## src/rtl/fetch_prefetch.sv

```systemverilog
// fetch_prefetch: instruction-fetch front end with in-order request pipelining
// and a prefetch queue of {pc, instruction} pairs feeding decode.
// Ports:
//   i_clk, i_rst_n      clock; asynchronous active-low reset
//   i_stall             decode not ready, hold the output register
//   i_flush             replace the next output with a NOP (no redirect)
//   i_jump, i_jump_addr redirect fetch to i_jump_addr
//   or_inst_req         request valid (combinational)
//   or_inst_req_addr    request address (fetch PC)
//   i_inst_gnt          memory accepts the request this cycle
//   i_inst_ack          in-order response valid
//   i_inst_data         response instruction word
//   or_inst_data        instruction to decode
//   or_pc               PC of or_inst_data
//   or_valid            or_inst_data is a real fetched instruction
module fetch_prefetch #(
    parameter int              XLEN            = 32,
    parameter logic [XLEN-1:0] RESET_PC        = '0,
    parameter int              QUEUE_DEPTH     = 4,
    parameter int              MAX_OUTSTANDING = 2
) (
    input  logic            i_clk,
    input  logic            i_rst_n,
    input  logic            i_stall,
    input  logic            i_flush,
    input  logic            i_jump,
    input  logic [XLEN-1:0] i_jump_addr,
    output logic            or_inst_req,
    output logic [XLEN-1:0] or_inst_req_addr,
    input  logic            i_inst_gnt,
    input  logic            i_inst_ack,
    input  logic [31:0]     i_inst_data,
    output logic [31:0]     or_inst_data,
    output logic [XLEN-1:0] or_pc,
    output logic            or_valid
);
    localparam int OW = $clog2(MAX_OUTSTANDING + 1);
    localparam int AW = $clog2(QUEUE_DEPTH);
    localparam int CW = $clog2(QUEUE_DEPTH + 1);
    localparam logic [31:0] NOP = 32'h0000_0013;

    logic [XLEN-1:0] fpc;
    logic [XLEN-1:0] rpc;
    logic [OW-1:0]   outstanding;
    logic [OW-1:0]   discard;
    logic [OW-1:0]   out_after_ack;
    logic [AW-1:0]   rd_ptr;
    logic [AW-1:0]   wr_ptr;
    logic [CW-1:0]   count;
    logic [XLEN-1:0] q_pc   [QUEUE_DEPTH];
    logic [31:0]     q_data [QUEUE_DEPTH];
    logic            issue;
    logic            ack_v;
    logic            push;
    logic            pop;

    // Each in-flight request reserves a queue slot, so a push never overflows.
    // Reset gating keeps the request low while the block is held in reset.
    assign or_inst_req = i_rst_n && !i_jump
                         && (outstanding < OW'(MAX_OUTSTANDING))
                         && ((int'(count) + int'(outstanding)) < QUEUE_DEPTH);
    assign or_inst_req_addr = fpc;

    assign issue = or_inst_req && i_inst_gnt;
    assign ack_v = i_inst_ack && (outstanding != '0);
    assign push  = ack_v && (discard == '0) && !i_jump;
    assign pop   = !i_jump && !i_stall && !i_flush && (count != '0);

    // A same-cycle ack is already retired, so it is not counted as stale.
    assign out_after_ack = outstanding - OW'(ack_v);

    always_ff @(posedge i_clk or negedge i_rst_n) begin
        if (!i_rst_n) begin
            fpc         <= RESET_PC;
            rpc         <= RESET_PC;
            outstanding <= '0;
            discard     <= '0;
            rd_ptr      <= '0;
            wr_ptr      <= '0;
            count       <= '0;
        end else begin
            outstanding <= out_after_ack + OW'(issue);
            if (i_jump) begin
                fpc     <= i_jump_addr;
                rpc     <= i_jump_addr;
                discard <= out_after_ack;
                rd_ptr  <= '0;
                wr_ptr  <= '0;
                count   <= '0;
            end else begin
                if (issue)
                    fpc <= fpc + XLEN'(4);
                if (push) begin
                    rpc    <= rpc + XLEN'(4);
                    wr_ptr <= wr_ptr + 1'b1;
                end
                if (ack_v && (discard != '0))
                    discard <= discard - 1'b1;
                if (pop)
                    rd_ptr <= rd_ptr + 1'b1;
                count <= count + CW'(push) - CW'(pop);
            end
        end
    end

    always_ff @(posedge i_clk) begin
        if (push) begin
            q_pc[wr_ptr]   <= rpc;
            q_data[wr_ptr] <= i_inst_data;
        end
    end

    // Flush and an empty queue both fall out of the !pop path: NOP, pc kept.
    always_ff @(posedge i_clk or negedge i_rst_n) begin
        if (!i_rst_n) begin
            or_inst_data <= NOP;
            or_pc        <= RESET_PC;
            or_valid     <= 1'b0;
        end else if (i_jump) begin
            or_inst_data <= NOP;
            or_pc        <= i_jump_addr;
            or_valid     <= 1'b0;
        end else if (!i_stall) begin
            or_inst_data <= pop ? q_data[rd_ptr] : NOP;
            or_pc        <= pop ? q_pc[rd_ptr] : or_pc;
            or_valid     <= pop;
        end
    end
endmodule

```

## config.mk

```make
export PLATFORM = sky130hd
export DESIGN_NAME = fetch_prefetch
export DESIGN_NICKNAME = d
export VERILOG_FILES = /design/src/rtl/fetch_prefetch.sv
export SDC_FILE = /design/constraint.sdc
export NUM_CORES = 1
export LEC_CHECK = 0
export CAP_MARGIN = 20
export CORE_MARGIN = 8
export CORE_UTILIZATION = 61
export CTS_CLUSTER_SIZE = 25
export DETAILED_ROUTE_END_ITERATION = 7
export GPL_TIMING_DRIVEN = 0
export PLACE_DENSITY_LB_ADDON = 0.2
export SLEW_MARGIN = 20
export SYNTH_ARGS = -nofsm -noshare
export SYNTH_HDL_FRONTEND = slang
export SYNTH_SLANG_ARGS = --single-unit
```

## constraint.sdc

```tcl
create_clock -name i_clk -period 6.2 [get_ports i_clk]
set_input_delay 0.93 -clock i_clk [delete_from_list [all_inputs] [get_ports i_clk]]
set_output_delay 0.93 -clock i_clk [all_outputs]
set_load 0.01 [all_outputs]
```

==> flow_summary_export.csv, run 1 <==
group,metric,value,unit
clock_tree,cts_setup_buffers,0,
final_layout,final_layout_size_suffix_gt1_share,12.8,%
die,fp.dieArea,31700,um^2
drt,routed_wl,38700,um
critical_path,worst_ep_required_time,5.27,ns
logic_synthesis,synth.most_common_cell,"edfxtp_1",
power,intPower,4830,uW
hold_path,hp-class,"input port to async pin",
logic_synthesis,synthDistinctLibCells,52,
logic_synthesis,synthTopCellsByArea,"edfxtp_1 (48%), dfrtp_1 (21%), mux4_2 (9.0%)",
global_route,grt_pass1_vias,10100,
sta,hold_slack,0.343,ns
global_route,grt.busiest_layer,"met2",
drt,vias,9799,
sta,fin_skew,0.0105,ns
critical_path,crit_arrival,2.88,ns
power,pwr-share-seq,49.5,%
sta,period_needed,3.81,ns
global_route,grtUsageMet3,5.94,%
power,ir_drop,0.272,mV
sta,finalHoldViolCount,0,
logic_synthesis,avgSynthCellArea,16.1,um^2
place,place_congestion,0.819,
logic_synthesis,synth_top_area_share,48.1,%
logic_synthesis,synthTopCellsByCount,"edfxtp_1 (256), dfrtp_1 (137), nand2_1 (69), mux4_2 (64), nor2_1 (35)",
global_route,antenna_found_initial,0,
logic_synthesis,synth_edf_count,256,
drt,drc,0,
final_layout,final_nets,1289,
clock_tree,clkTransAtPathRegs,0.06,ns
critical_path,worstSetupEndpointType,"output port",
clock_tree,cts_tree,"yes",
global_route,grt_max_degree,87,
final_layout,syn_to_final_growth,22.1,%
sta,setup_viol,0,
global_route,grt_pass1_wl,59400,um
global_route,use_met2,40.1,%
logic_synthesis,synth.cell_area,16000,um^2
sta,drv_slew,0,
power,swShare,24.5,%
drt,ant_nets,0,
drt,drt_iter0_markers,809,
clock_tree,cts_made_buffers,40,
critical_path,reg2reg_setup_slack,3.18,ns
die,design.core.area,25900,um^2
critical_path,crit_cells,5,
global_route,globalRouteMet1Util,33.9,%
power,power_frac_clock,36.9,%
sta,max_freq,0.263,GHz
die,fp-row-count,59,
power,p_per_area,327,nW/um^2
clock_tree,htreeDepth,2,
logic_synthesis,syn-instance-count,991,
critical_path,critPathLaunch,"i_rst_n",
logic_synthesis,ys.flop_type,"edfxtp_1",
logic_synthesis,ys_warn_count,0,
critical_path,cp_cell_sequence,"buf_8, buf_16, nor2b_1, and3_1, clkdlybuf4s50_1",
power,switching_power,1560,uW
final_layout,num_antenna_cells,0,
global_route,track_usage,24.9,%
die,die_h,178,um
sta,rsz0062_at_grt,"no",
clock_tree,cts_sinks,396,
power,power_leakage,0.00689,uW
place,dp_hpwl,25500,um
critical_path,r2r_end,"count[2]",
critical_path,endpoint,"or_inst_req",
run,cap_violations,0,
critical_path,reg2reg_from,"count[1]",
logic_synthesis,synthesis.nets,1075,
logic_synthesis,synth_seq_area_share,70.0,%
die,initial_utilization,61.7,%
critical_path,cp.buffers_inverters,3,
clock_tree,cts_resized,0,
critical_path,path_class,"input port to output port",
critical_path,slowest_delay,0.56,ns
global_route,grt-ovfl-total,0,
place,place_inst,1498,
status,status,"completed",
sta,maxSlewHeadroom,29.2,%
critical_path,worst_path_max_delay_cell,"clkdlybuf4s50_1",
critical_path,path_max_fanout,86,
drt,drt-pass1-iter-count,5,
die,die_w,178,um
place,port-buffer-count,167,
power,comb_power_share,13.6,%
drt,routed_via_density,6.23,
final_layout,layout.cells.non_filler,1572,
critical_path,startpoint_type,"input port",
sta,tightest_slew,1.05,ns
logic_synthesis,async_flop_share,35.4,%
clock_tree,clk_path_buf_depth,3,
drt,wire_per_inst,24.6,um
logic_synthesis,synth_top_cell_by_area,"edfxtp_1",
critical_path,cp_top_family,"buffers and inverters",
clock_tree,cts_hold_buf,0,
die,boundaryPins,169,
critical_path,r2r_cells,13,
logic_synthesis,ys_seq_elements,396,
clock_tree,clkLatencyLatePin,0.53,ns
sta,min_period_over_period,61.4,%
clock_tree,cts_root_buf,"clkbuf_16",
[how the worst min path moves through the flow]
stage,cells after the start,end,start
after floorplan,0,q_pc[0][0],rpc[0]
after global placement,2,or_valid,or_valid
after detailed placement,2,or_valid,or_valid
after CTS,1,or_inst_req_addr[24],i_rst_n
after global routing,1,or_inst_data[30],i_rst_n
final,1,rpc[0],i_rst_n
[final cells by class]
| class | instances | area (um^2) |
|---|---|---|
| Sequential cell | 396 | 11200 |
| Fill cell | 1637 | 6390 |
| Multi-Input combinational cell | 526 | 4520 |
| Timing Repair Buffer | 172 | 1810 |
| Clock buffer | 55 | 1120 |
| Tap cell | 335 | 419 |
| Buffer | 47 | 200 |
| Clock inverter | 19 | 175 |
| Inverter | 22 | 82.6 |
[cells by family (layout without fill, tap and decap cells)]
group / Yosys count / after routing / share of synthesized area, %
adders and majority gates: 13 / 13 / 1.06
muxes: 82 / 82 / 10.1
and+or+nand+nor: 232 / 232 / 7.61
buffers and inverters: 69 / 315 / 1.76
xor gates and xnor gates: 50 / 50 / 2.74
DFF: 396 / 396 / 70.0
AOI/OAI and AO/OA: 149 / 149 / 6.68
[metal layers]
metal,vias up,part of all wire (%),routed length [um]
met5,-,0,0
met4,0,2.4,912
met3,63,9.0,3470
met2,464,49,18900
met1,5008,40,15400
li1,4264,-,-
[stage by stage]
stage / total power (uW) / instance area [um^2] / worst slack [ns] / util (%) / setup TNS [ns]
after floorplan: 3670 / 16000 / 2.71 / - / 0
after global placement: 4040 / 18100 / -2.46 / 69.8 / -339.83
after detailed placement: 4080 / 18200 / 2.05 / 70.3 / 0
after CTS: 6430 / 19500 / 2.35 / 75.3 / 0
after global routing: 6630 / 19500 / 2.18 / 75.3 / 0
final: 6390 / 19500 / 2.39 / 75.3 / 0
[flip-flops by register name (all words and copies together) (netlist names)]
register and count:
q_data 128, q_pc 128, or_inst_data 32, or_inst_req_addr 32
or_pc 32, rpc 32, count 3, discard 2
outstanding 2, rd_ptr 2, wr_ptr 2, or_valid 1
[layout by cell type, fill, tap and decap left out, types with 5 or more instances in the layout]
master,count
mux4_2,64
nand3_1,31
inv_1,21
nand2b_1,13
nand2_1,69
nand4_1,20
edfxtp_1,256
mux2i_1,18
a22oi_1,5
nor2_1,35
o21ai_0,12
a21oi_1,26
clkinv_2,9
and3_1,11
clkbuf_1,42
xor2_1,20
and4_1,5
a21boi_0,30
dfrtp_1,137
buf_2,9
ha_1,12
or4_1,8
a22o_1,29
a31oi_1,19
and2_1,5
o211ai_1,9
clkdlybuf4s50_1,166
nor3_1,13
xnor2_1,30
clkbuf_16,41
[power groups by stage]
stage | Clock (uW) | Combinational [uW] | Sequential, uW
finish | 2360 | 869 | 3160
global placement | 0 | 829 | 3210
detailed placement | 0 | 867 | 3210
floorplan | 0 | 468 | 3200
global route | 2500 | 948 | 3180
CTS | 2390 | 876 | 3160
(Power assumes the default switching activity.)
==> inputs of run 2 (changes only) <==
- CORE_UTILIZATION: 61 -> 56
- clock period: 6.2 -> 3.7 ns (I/O delays scaled with it)
==> flow_summary_export.csv, run 2 (same netlist as run 1, synthesis figures left out) <==
group,metric,value,unit
global_route,grt_max_degree,85,
sta,fin_ws,0.329,ns
final_layout,syn_to_final_growth,22.2,%
clock_tree,htreeDepth,2,
drt,drt-pass1-iter-count,5,
place,postPlaceCellArea,18300,um^2
die,die_w,185,um
run,cap_violations,0,
clock_tree,clkLatencyLatePin,0.53,ns
hold_path,hp-class,"flip-flop to flip-flop",
critical_path,cp.buffers_inverters,4,
global_route,antenna_found_initial,0,
drt,wire_per_inst,23.9,um
clock_tree,clkTransAtPathRegs,0.06,ns
global_route,grt_pass1_wl,58500,um
final_layout,final_nets,1290,
drt,wl_met3,2560,um
final_layout,layout_common_cells,"edfxtp_1 (256), clkdlybuf4s50_1 (166), dfrtp_1 (137), nand2_1 (69), mux4_2 (64)",
power,power_leakage,0.00687,uW
drt,routed_via_density,6.01,
critical_path,slowest_delay,0.58,ns
power,ir_drop,0.419,mV
final_layout,final_common_cell,"edfxtp_1",
power,totalPowerFinal,10500,uW
die,die_h,185,um
die,design.core.area,28400,um^2
sta,maxSlewHeadroom,29.7,%
sta,period_needed,3.37,ns
final_layout,fill_cells,1959,
critical_path,worst_path_max_delay_cell,"dlygate4sd3_1",
critical_path,reg2reg_setup_slack,0.73,ns
clock_tree,cts_sinks,396,
final_layout,top_regs,"q_data: 128 flops, q_pc: 128 flops",
global_route,track_usage,22.7,%
status,status,"completed",
clock_tree,cts_tree,"yes",
final_layout,final_layout_size_suffix_gt1_share,12.5,%
drt,topRoutingLayerUsed,"met4",
die,fp.dieArea,34200,um^2
drt,wl_met2,18800,um
final_layout,postLayoutCellArea,19500,um^2
sta,hold_slack,0.493,ns
critical_path,worstSetupEndpointType,"output port",
sta,max_freq,0.297,GHz
critical_path,cp_top_family,"buffers and inverters",
critical_path,worst_ep_required_time,3.14,ns
global_route,grt_pass1_vias,10100,
place,pre_cts_slack,0.00716,ns
drt,routed_wl,38700,um
sta,drv_slew,0,
clock_tree,clk_path_buf_depth,3,
place,port-buffer-count,167,
sta,fin_skew,0.0106,ns
critical_path,startpoint_type,"input port",
drt,drc,0,
drt,drt_iter0_markers,791,
die,boundaryPins,169,
critical_path,path_class,"input port to output port",
die,fp-row-count,62,
power,p_per_area,537,nW/um^2
place,dp_hpwl,26100,um
critical_path,crit_arrival,2.82,ns
drt,ant_nets,0,
place,place_congestion,0.855,
die,initial_utilization,56.3,%
clock_tree,cts_root_buf,"clkbuf_16",
drt,wl_met1,16000,um
drt,vias,9733,
sta,setup_viol,0,
sta,tightest_slew,1.05,ns
sta,rsz0062_at_grt,"no",
critical_path,path_max_fanout,59,
critical_path,cp_cell_sequence,"dlygate4sd3_1, buf_12, buf_16, nor2b_1, and3_1, clkdlybuf4s50_1",
sta,min_period_over_period,91.1,%
sta,finalHoldViolCount,0,
global_route,grt-ovfl-total,0,
clock_tree,cts_made_buffers,39,
final_layout,num_antenna_cells,0,
run 2: cell count changes in the layout (fill, tap and decap cells not counted):
| cell | change |
|---|---|
| bufinv_16 | -2 |
| buf_12 | +1 |
| buf_8 | -1 |
| clkbuf_1 | +1 |
| clkinv_1 | +1 |
| clkinv_2 | -1 |
| clkinv_8 | +1 |
| clkinvlp_4 | -1 |
| dlygate4sd3_1 | +1 |
| inv_6 | -1 |
run 2: cell type report:
| class | count | area, um^2 | share of cell area (%) |
|---|---|---|---|
| tap | 384 | 480 | 2.46 |
| clock inverter | 16 | 114 | 0.583 |
| timing repair buffer | 174 | 1850 | 9.45 |
| sequential | 396 | 11200 | 57.3 |
| multi-input combinational | 526 | 4520 | 23.2 |
| clock buffer | 55 | 1100 | 5.62 |
| inverter | 22 | 82.6 | 0.423 |
| buffer | 47 | 200 | 1.02 |
run 2: stage by stage:
stage	instances	setup TNS, ns	utilization (%)
after detailed placement	1547	0	64.4
final	1620	0	68.8
after floorplan	991	0	-
after CTS	1619	0	68.7
after global routing	1620	0	68.8
after global placement	1542	-1008.16	63.9
run 2: report_power, final:
| part | switching (uW) | leakage (uW) | total (uW) | internal [uW] |
|---|---|---|---|---|
| clock | 1600 | 0.000599 | 3750 | 2150 |
| sequential | 255 | 0.00398 | 5300 | 5050 |
| combinational | 737 | 0.00229 | 1450 | 709 |
run 2: metal layers:
metal  vias up  track usage, %
li1       4276               -
met1      4999            30.2
met2       374            36.8
met3        84            4.24
met4         0            8.99
met5         -               0
run 2: final timing paths:
kind | cells after the start | start | to
worst max-delay path | 6 | i_rst_n | or_inst_req
worst min-delay path | 1 | or_inst_data[30] | or_inst_data[30]
worst max register to register | 13 | count[1] | count[2]
worst min register to register | 1 | or_inst_data[30] | or_inst_data[30]
max in group asynchronous | 3 | i_rst_n | or_inst_data[0]
min in group asynchronous | 2 | i_rst_n | or_pc[20]
run 2: repair_timing:
action                     CTS  global route
hold buffers                 1             0
buffers inserted             0             0
hold endpoints to repair    36             0
setup endpoints to repair    0             5
resized for setup            0             1
==> inputs of run 3 (changes only) <==
- SETUP_SLACK_MARGIN: unset -> 0.3
- SLEW_MARGIN: 20 -> unset
==> flow_summary_export.csv, run 3 (same netlist as run 1, synthesis figures left out) <==
group,metric,value,unit
power,ir_drop,0.399,mV
place,place_inst,1547,
drt,drt_iter0_markers,880,
critical_path,worst_ep_required_time,3.14,ns
final_layout,syn_to_final_growth,22.4,%
sta,setup_viol,0,
power,p_per_area,543,nW/um^2
final_layout,top_regs,"q_data: 128 flops, q_pc: 128 flops",
critical_path,crit_arrival,2.58,ns
drt,wire_per_inst,24.1,um
clock_tree,clkLatencyLatePin,0.53,ns
critical_path,worstSetupEndpointType,"output port",
place,port-buffer-count,167,
sta,finalHoldViolCount,0,
clock_tree,cts_setup_buffers,0,
clock_tree,cts_made_buffers,40,
die,fp-row-count,62,
drt,drc,0,
clock_tree,clkTransAtPathRegs,0.06,ns
hold_path,hp-class,"input port to async pin",
die,boundaryPins,169,
die,design.core.area,28400,um^2
global_route,grt_pass1_wl,59100,um
clock_tree,cts_resized,0,
critical_path,path_class,"input port to output port",
final_layout,seq_area,11200,um^2
place,dp_hpwl,26000,um
drt,vias,9842,
drt,routed_wl,39100,um
critical_path,startpoint_type,"input port",
final_layout,final_layout_size_suffix_gt1_share,12.1,%
sta,period_needed,3.14,ns
sta,tightest_slew,1.05,ns
sta,min_period_over_period,84.8,%
run,cap_violations,0,
final_layout,final_nets,1291,
clock_tree,cts_hold_buf,0,
place,place_congestion,0.855,
clock_tree,htreeDepth,2,
global_route,grt_max_degree,85,
final_layout,multi_input_area,4520,um^2
global_route,grt-ovfl-total,0,
clock_tree,clk_path_buf_depth,3,
clock_tree,cts_sinks,396,
drt,routed_via_density,6.06,
sta,maxSlewHeadroom,30.2,%
critical_path,path_max_fanout,84,
status,status,"completed",
power,power_leakage,0.00686,uW
final_layout,final_common_cell,"edfxtp_1",
clock_tree,cts_root_buf,"clkbuf_16",
drt,drt-pass1-iter-count,5,
global_route,grt_pass1_vias,10100,
final_layout,layout_common_cells,"edfxtp_1 (256), clkdlybuf4s50_1 (166), dfrtp_1 (137), nand2_1 (69), mux4_2 (64)",
die,die_h,185,um
sta,drv_slew,0,
sta,fin_skew,0.0104,ns
final_layout,fill_cells,1929,
drt,ant_nets,0,
die,initial_utilization,56.3,%
die,fp.dieArea,34200,um^2
final_layout,num_antenna_cells,0,
sta,max_freq,0.319,GHz
place,postPlaceCellArea,18300,um^2
final_layout,postLayoutCellArea,19600,um^2
sta,rsz0062_at_grt,"no",
clock_tree,cts_tree,"yes",
global_route,track_usage,23.0,%
power,totalPowerFinal,10600,uW
sta,hold_slack,0.0319,ns
final_layout,layout.cells.non_filler,1623,
die,die_w,185,um
global_route,antenna_found_initial,0,
==> run 3: worst max-delay path: stages <==
cell	delay (ns)
buf_6	0.47
buf_16	0.38
nor2b_1	0.25
and3_1	0.24
clkdlybuf4s50_1	0.56
==> run 3: path summary, 6_finish.rpt <==
path,startpoint,to,slack (ns),cells after the start
max in group asynchronous,i_rst_n,or_inst_data[1],2.78,2
min,i_rst_n,rpc[1],0.03,1
min reg2reg,or_inst_data[30],or_inst_data[30],0.49,1
min in group i_clk,or_inst_data[30],or_inst_data[30],0.49,1
max,i_rst_n,or_inst_req,0.56,5
max reg2reg,count[1],count[2],0.76,13
==> run 3: layout make-up <==
cell class | count | area share [%]
plain buffers | 47 | 1.02
repair buffers | 174 | 9.40
inverters | 22 | 0.422
clock inverters | 12 | 0.582
clock buffers | 62 | 5.80
multi-input cells | 526 | 23.1
well taps | 384 | 2.46
flip-flops and latches | 396 | 57.2
==> run 3: metrics by stage <==
stage	setup TNS (ns)	utilization (%)	setup slack, ns
after floorplan	0	-	0.588
after global placement	-1008.16	63.9	-4.49
after detailed placement	0	64.4	0.0247
after CTS	0	68.8	0.534
after global routing	0	68.9	0.350
final	0	68.9	0.562
==> run 3: power by group <==
part	internal, uW	switching [uW]
logic	714	738
registers	5050	256
clock network	2260	1610
==> run 3: layer usage <==
metal	up-vias	global-route usage (%)	part of all wire (%)
li1	4282	-	-
met1	5067	30.5	40
met2	412	37.3	49
met3	81	4.39	7.2
met4	0	8.77	3.6
met5	-	0	0
